## src/rtl/calc_seq.sv

```systemverilog
// Token sequencer for the 4-bit calculator: turns operand/operator tokens into
// held register writes, then waits for calc_done and returns the result register.
module calc_seq #(
    parameter int HOLD_CYC     = 3,
    parameter int GAP_CYC      = 3,
    parameter int DONE_TIMEOUT = 15
) (
    input  logic       clk,
    input  logic       rst_n,
    // Token handshake: a token transfers on a cycle where tok_valid && tok_ready.
    input  logic       tok_valid,
    output logic       tok_ready,
    input  logic [1:0] tok_kind,
    input  logic [7:0] tok_data,
    output logic       res_valid,
    output logic [7:0] res_data,
    output logic       err,
    output logic       expr_open,
    output logic       calc_write_vld,
    output logic       calc_read_en,
    output logic [6:0] calc_addr,
    output logic [7:0] calc_data_w,
    input  logic [7:0] calc_data_r,
    input  logic       calc_done
);

    localparam int CNT_MAX = (HOLD_CYC > GAP_CYC) ? HOLD_CYC : GAP_CYC;
    localparam int CNT_W   = $clog2(CNT_MAX + 1);
    localparam int TO_W    = $clog2(DONE_TIMEOUT + 1);

    localparam logic [1:0] KIND_OPND = 2'd0;
    localparam logic [1:0] KIND_ADD  = 2'd1;
    localparam logic [1:0] KIND_SUB  = 2'd2;
    localparam logic [1:0] KIND_END  = 2'd3;

    localparam logic [6:0] ADDR_OPND = 7'h01;
    localparam logic [6:0] ADDR_OP   = 7'h02;
    localparam logic [6:0] ADDR_RES  = 7'h04;

    typedef enum logic [2:0] {
        S_IDLE,
        S_DRIVE,
        S_SETTLE,
        S_WAIT_DONE,
        S_READ,
        S_CAPTURE
    } state_e;

    state_e            state_q, state_d;
    logic [CNT_W-1:0]  cnt_q, cnt_d;
    logic [TO_W-1:0]   to_cnt_q, to_cnt_d;
    logic              expect_opnd_q, expect_opnd_d;
    logic              is_end_q, is_end_d;
    logic              expr_open_q, expr_open_d;
    logic              write_vld_q, write_vld_d;
    logic              read_en_q, read_en_d;
    logic              res_valid_q, res_valid_d;
    logic              err_q, err_d;
    logic [6:0]        addr_q, addr_d;
    logic [7:0]        data_w_q, data_w_d;
    logic [7:0]        res_data_q, res_data_d;
    logic              tok_ok;

    assign tok_ready      = (state_q == S_IDLE) && rst_n;
    assign res_valid      = res_valid_q;
    assign res_data       = res_data_q;
    assign err            = err_q;
    assign expr_open      = expr_open_q;
    assign calc_write_vld = write_vld_q;
    assign calc_read_en   = read_en_q;
    assign calc_addr      = addr_q;
    assign calc_data_w    = data_w_q;

    always_ff @(posedge clk) begin
        if (!rst_n) begin
            state_q       <= S_IDLE;
            cnt_q         <= '0;
            to_cnt_q      <= '0;
            expect_opnd_q <= 1'b1;
            is_end_q      <= 1'b0;
            expr_open_q   <= 1'b0;
            write_vld_q   <= 1'b0;
            read_en_q     <= 1'b0;
            res_valid_q   <= 1'b0;
            err_q         <= 1'b0;
            addr_q        <= '0;
            data_w_q      <= '0;
            res_data_q    <= '0;
        end else begin
            state_q       <= state_d;
            cnt_q         <= cnt_d;
            to_cnt_q      <= to_cnt_d;
            expect_opnd_q <= expect_opnd_d;
            is_end_q      <= is_end_d;
            expr_open_q   <= expr_open_d;
            write_vld_q   <= write_vld_d;
            read_en_q     <= read_en_d;
            res_valid_q   <= res_valid_d;
            err_q         <= err_d;
            addr_q        <= addr_d;
            data_w_q      <= data_w_d;
            res_data_q    <= res_data_d;
        end
    end

    always_comb begin
        state_d       = state_q;
        cnt_d         = cnt_q;
        to_cnt_d      = to_cnt_q;
        expect_opnd_d = expect_opnd_q;
        is_end_d      = is_end_q;
        expr_open_d   = expr_open_q;
        write_vld_d   = 1'b0;
        read_en_d     = 1'b0;
        res_valid_d   = 1'b0;
        err_d         = 1'b0;
        addr_d        = addr_q;
        data_w_d      = data_w_q;
        res_data_d    = res_data_q;
        tok_ok        = ((tok_kind == KIND_OPND) == expect_opnd_q);

        case (state_q)
            S_IDLE: begin
                if (tok_valid) begin
                    // A token that breaks the operand/operator alternation is
                    // swallowed without touching the calculator.
                    if (!tok_ok) begin
                        err_d = 1'b1;
                    end else begin
                        state_d       = S_DRIVE;
                        write_vld_d   = 1'b1;
                        cnt_d         = CNT_W'(HOLD_CYC - 1);
                        is_end_d      = (tok_kind == KIND_END);
                        expect_opnd_d = (tok_kind == KIND_ADD) || (tok_kind == KIND_SUB);
                        case (tok_kind)
                            KIND_OPND: begin
                                addr_d      = ADDR_OPND;
                                data_w_d    = tok_data;
                                expr_open_d = 1'b1;
                            end
                            KIND_ADD: begin
                                addr_d   = ADDR_OP;
                                data_w_d = 8'h10;
                            end
                            KIND_SUB: begin
                                addr_d   = ADDR_OP;
                                data_w_d = 8'h20;
                            end
                            default: begin
                                addr_d      = ADDR_OP;
                                data_w_d    = 8'h30;
                                expr_open_d = 1'b0;
                            end
                        endcase
                    end
                end
            end
            S_DRIVE: begin
                if (cnt_q == '0) begin
                    state_d = S_SETTLE;
                    cnt_d   = CNT_W'(GAP_CYC - 1);
                end else begin
                    write_vld_d = 1'b1;
                    cnt_d       = cnt_q - 1'b1;
                end
            end
            S_SETTLE: begin
                if (cnt_q == '0) begin
                    if (is_end_q) begin
                        state_d  = S_WAIT_DONE;
                        to_cnt_d = '0;
                    end else begin
                        state_d = S_IDLE;
                    end
                end else begin
                    cnt_d = cnt_q - 1'b1;
                end
            end
            S_WAIT_DONE: begin
                if (calc_done) begin
                    state_d   = S_READ;
                    read_en_d = 1'b1;
                    addr_d    = ADDR_RES;
                end else if (to_cnt_q == TO_W'(DONE_TIMEOUT)) begin
                    // Abandon the expression so the requester can start over.
                    state_d       = S_IDLE;
                    err_d         = 1'b1;
                    expect_opnd_d = 1'b1;
                end else begin
                    to_cnt_d = to_cnt_q + 1'b1;
                end
            end
            S_READ: begin
                state_d = S_CAPTURE;
            end
            S_CAPTURE: begin
                state_d       = S_IDLE;
                res_data_d    = calc_data_r;
                res_valid_d   = 1'b1;
                expect_opnd_d = 1'b1;
            end
            default: begin
                state_d = S_IDLE;
            end
        endcase
    end

endmodule

```

## config.mk

```make
export PLATFORM = sky130hd
export DESIGN_NAME = calc_seq
export DESIGN_NICKNAME = d
export VERILOG_FILES = /design/src/rtl/calc_seq.sv
export SDC_FILE = /design/constraint.sdc
export NUM_CORES = 1
export LEC_CHECK = 0
export BUFFER_PORTS_ARGS = -buffer_cell sky130_fd_sc_hd__buf_2
export CAP_MARGIN = 15
export CORE_UTILIZATION = 54
export DETAILED_ROUTE_END_ITERATION = 10
export PLACE_DENSITY = 0.92
export SLEW_MARGIN = 10
export SYNTH_ARGS = -nofsm -noshare
export SYNTH_HDL_FRONTEND = slang
export SYNTH_SLANG_ARGS = --single-unit
```

## constraint.sdc

```tcl
create_clock -name clk -period 4.4 [get_ports clk]
set_clock_uncertainty 0.05 [all_clocks]
set_input_delay 1.1 -clock clk [delete_from_list [all_inputs] [get_ports clk]]
set_output_delay 1.1 -clock clk [all_outputs]
set_load 0.01 [all_outputs]
```

==> run_results.csv <==
group,metric,value,unit
global_routing,grt_antenna_before_repair,0,
pwr,power.internal,0.537,mW
cts,post-cts-setup-buffers,0,
yosys,post_synth_xor_area_fraction,3.61,%
yosys,synth_cells,210,
yosys,synth-simple-area-share,27.1,%
cts,htree_num_levels,2,
sta,report.final.hold_viol_count,0,
outcome,run_status,"finished clean",
setup_path,worst_r2r_endpoint,"res_data[3]",
setup_path,timing.critical_path.required,3.25,ns
setup_path,path_class,"register to primary output",
sta,tightest_slew,0.866,ns
placement,gp_congestion,0.897,
yosys,synth.yosys.seq_area_share,41.2,%
yosys,number_of_flops_mapped_to_enable_cells_by_yosys,0,
setup_path,number_of_cells_traversed_by_the_worst_register_to_register_path,4,
cts,tritoncts,"done",
global_routing,grt_max_degree,30,
setup_path,cp_top_delay_family,"flip-flops",
cts,cts-buffers-inserted,5,
sta,setup_viol,0,
die,floorplan.initialDensity,59.1,%
setup_path,critical-path-slowest-cell,"sky130_fd_sc_hd__dfxtp_1",
setup_path,crit_path_frequent_cell,"sky130_fd_sc_hd__nor2_1",
setup_path,logic_depth_of_the_worst_path_buffers_included,4,
die,fp.dieW,58.1,µm
cells_and_area,layout.nets,276,
routing,drtIter0Drc,64,
routing,avgViaCountPerCell,5.36,
yosys,synthesis.area_per_instance,8.09,µm²
cells_and_area,area.growth.synth_to_final,15.1,%
cells_and_area,layout-drive-gt1-share,22.9,%
flow_run,max-cap-violations,0,
pwr,comb_power_share,32.1,%
pwr,power,0.857,mW
pwr,cellPowerDensity,438,mW/mm²
routing,dr_wl_cell,12.3,µm
cts,clk_latency,0.33,ns
setup_path,worst_path_largest_cell_delay,0.89,ns
die,floorplan.io_pins,51,
cts,cts.sinks,35,
die,design.core.area,0.00288,mm²
yosys,combinational_family_with_the_most_area_after_synthesis,"simple AND/OR/NAND/NOR gates",
routing,number_of_drc_violations_after_detailed_routing,0,
cells_and_area,mostFrequentLayoutCell,"sky130_fd_sc_hd__buf_2",
pwr,switching_power,0.320,mW
global_routing,grt_overflow,0,
die,floorplan.die.height,58.1,µm
setup_path,startpoint_of_the_most_critical_setup_path,"state_q[2]",
yosys,mappedNetlistArea,0.00170,mm²
routing,finalWirelength,3570,µm
yosys,synth-adder-area-share,4.42,%
sta,setup_repair_after_global_routing_missed_its_margin,"false",
die,number_of_rows_created_at_floorplan,19,
cts,post_cts_resize_count,0,
cells_and_area,multiInputGateArea,896,µm²
cells_and_area,most-common-layout-cells,"sky130_fd_sc_hd__buf_2 (46), sky130_fd_sc_hd__dfxtp_1 (35), sky130_fd_sc_hd__a21oi_1 (27), sky130_fd_sc_hd__nand2_1 (26), sky130_fd_sc_hd__nand3_1 (20)",
yosys,synth_warnings,0,
pwr,p_leak,0.848,nW
pwr,ir_drop,0.258,mV
sta,ratio_of_final_minimum_period_to_clock_period,65.5,%
global_routing,first_global_vias,1385,
setup_path,start_kind,"register",
pwr,seq_power_share,48.3,%
cells_and_area,antenna_cells,0,
yosys,synth-compound-area-share,15.5,%
cells_and_area,fill_cells,275,
cts,cts-root-to-sink-buffers,2,
min_path,worstHoldPathType,"register to register",
setup_path,reg_to_reg_critical_path_startpoint,"state_q[0]",
cts,cts.root.buffer_cell,"sky130_fd_sc_hd__clkbuf_4",
placement,hpwl,2580,µm
pwr,clock_power_share,19.7,%
sta,layout_min_cycle_time,2.88,ns
global_routing,gr-usage-all-layers,22.8,%
yosys,share_of_synthesized_registers_carrying_an_async_set_or_reset,0,%
setup_path,crit_fanout,26,
routing,total_number_of_vias,1559,
sta,slew_headroom,42.2,%
pwr,switching_share,37.3,%
yosys,synth.distinct_cells,42,
yosys,ys.flop_type,"sky130_fd_sc_hd__dfxtp_1",
yosys,yosys_register_bits,35,
setup_path,worst_reg_to_reg_setup_slack,2.24,ns
setup_path,setup.worst_path.end,"tok_ready",
sta,report.final.slew_viol_count,0,
setup_path,crit_chain,"nor2_1 > nand2_1 > nor2_1 > buf_2",
routing,first_pass_iters,4,
yosys,synth.mux.area_fraction,1.18,%
placement,placement.io_buffers,46,
cts,holdBufCountCts,0,
sta,tns,0,ns
global_routing,grt_first_pass_wirelength,5980,µm
cts,clk_pin_slew,0.11,ns
setup_path,timing.critical_path.buf_inv,1,
sta,max_freq,347,MHz
cells_and_area,sequential_cell_area,701,µm²
setup_path,cp.arrival,1.73,ns
setup_path,setup.worst_path.end_class,"primary output",
routing,ant_nets,0,
die,die_area,0.00338,mm²
==> sequential cells by signal, indices dropped and copies added (netlist names) <==
| signal | flops |
|---|---|
| res_valid | 1 |
| calc_data_w | 8 |
| calc_read_en | 1 |
| res_data | 8 |
| state_q | 3 |
| err | 1 |
| calc_addr | 3 |
| cnt_q | 2 |
| expect_opnd_q | 1 |
| calc_write_vld | 1 |
| is_end_q | 1 |
| expr_open | 1 |
| to_cnt_q | 4 |
==> layout make-up <==
cell class / count / share of cell area, %
Timing Repair Buffer: 46 / 11.8
Clock buffer: 6 / 2.11
Tap cell: 42 / 2.69
Sequential cell: 35 / 35.8
Inverter: 6 / 1.15
Clock inverter: 2 / 0.640
Multi-Input combinational cell: 154 / 45.8
==> stage by stage <==
step           hold slack [ns]  util [%]  instances  instance area (µm²)  setup WS, ns
2_1_floorplan            0.395         -        213                 1710          1.65
3_3_place_gp             0.385      66.1        283                 1900          1.66
3_5_place_dp             0.393      66.1        283                 1900          1.66
4_1_cts                  0.409      68.0        291                 1960          1.54
5_1_grt                  0.425      68.0        291                 1960          1.38
6_report                 0.406      68.0        291                 1960          1.52
==> power by group through the flow <==
stage / combinational, mW / clock (mW) / sequential (mW)
2_1_floorplan: 0.245 / 0 / 0.386
3_3_place_gp: 0.267 / 0 / 0.417
3_5_place_dp: 0.272 / 0 / 0.418
4_1_cts: 0.275 / 0.171 / 0.411
5_1_grt: 0.306 / 0.190 / 0.420
6_report: 0.275 / 0.169 / 0.414
==> logic make-up (layout without fill, tap and decap cells) <==
| logic type | after synthesis | count (layout) |
|---|---|---|
| muxes | 2 | 2 |
| adders and majority gates | 6 | 6 |
| other | 1 | 4 |
| xor gates and xnor gates | 7 | 7 |
| AOI/OAI and AO/OA | 46 | 46 |
| and+or+nand+nor | 89 | 89 |
| DFF | 35 | 35 |
| buffers and inverters | 24 | 60 |
==> synthesized netlist by cell type (4+ instances only) <==
library cell / number / area [µm²]
sky130_fd_sc_hd__buf_4: 4 / 30.0
sky130_fd_sc_hd__nand2_1: 26 / 97.6
sky130_fd_sc_hd__inv_1: 6 / 22.5
sky130_fd_sc_hd__a21oi_1: 27 / 135
sky130_fd_sc_hd__clkbuf_1: 6 / 22.5
sky130_fd_sc_hd__o21ai_0: 8 / 40.0
sky130_fd_sc_hd__nor3_1: 10 / 50.1
sky130_fd_sc_hd__ha_1: 6 / 75.1
sky130_fd_sc_hd__dfxtp_1: 35 / 701
sky130_fd_sc_hd__buf_2: 6 / 30.0
sky130_fd_sc_hd__nand3_1: 20 / 100
sky130_fd_sc_hd__nand2b_1: 4 / 25.0
sky130_fd_sc_hd__nor2_1: 14 / 52.6
sky130_fd_sc_hd__xor2_1: 5 / 43.8
==> worst register-to-register path, stage by stage (launching register included) <==
cell                      delay [ns]
sky130_fd_sc_hd__dfxtp_1        0.74
sky130_fd_sc_hd__nor2b_1        0.65
sky130_fd_sc_hd__nand2_1        0.35
sky130_fd_sc_hd__nand2_1        0.16
sky130_fd_sc_hd__a21oi_1        0.07
==> worst min path at each step <==
stage	from	end	slack [ns]	depth (start not counted)
4_1_cts	calc_data_w[6]	calc_data_w[6]	0.41	2
3_3_place_gp	calc_data_w[0]	calc_data_w[0]	0.39	2
2_1_floorplan	is_end_q	is_end_q	0.39	2
6_report	calc_data_w[0]	calc_data_w[0]	0.41	2
5_1_grt	calc_data_w[6]	calc_data_w[6]	0.43	2
3_5_place_dp	calc_data_w[6]	calc_data_w[6]	0.39	2
==> layer usage <==
metal / vias to the layer above / wire [µm] / global-route usage [%]
li1: 796 / - / -
met1: 717 / 1660 / 28.7
met2: 41 / 1710 / 38.3
met3: 5 / 178 / 5.80
met4: 0 / 23 / 7.48
met5: - / 0 / 0
Power figures use the tool's default switching activity.
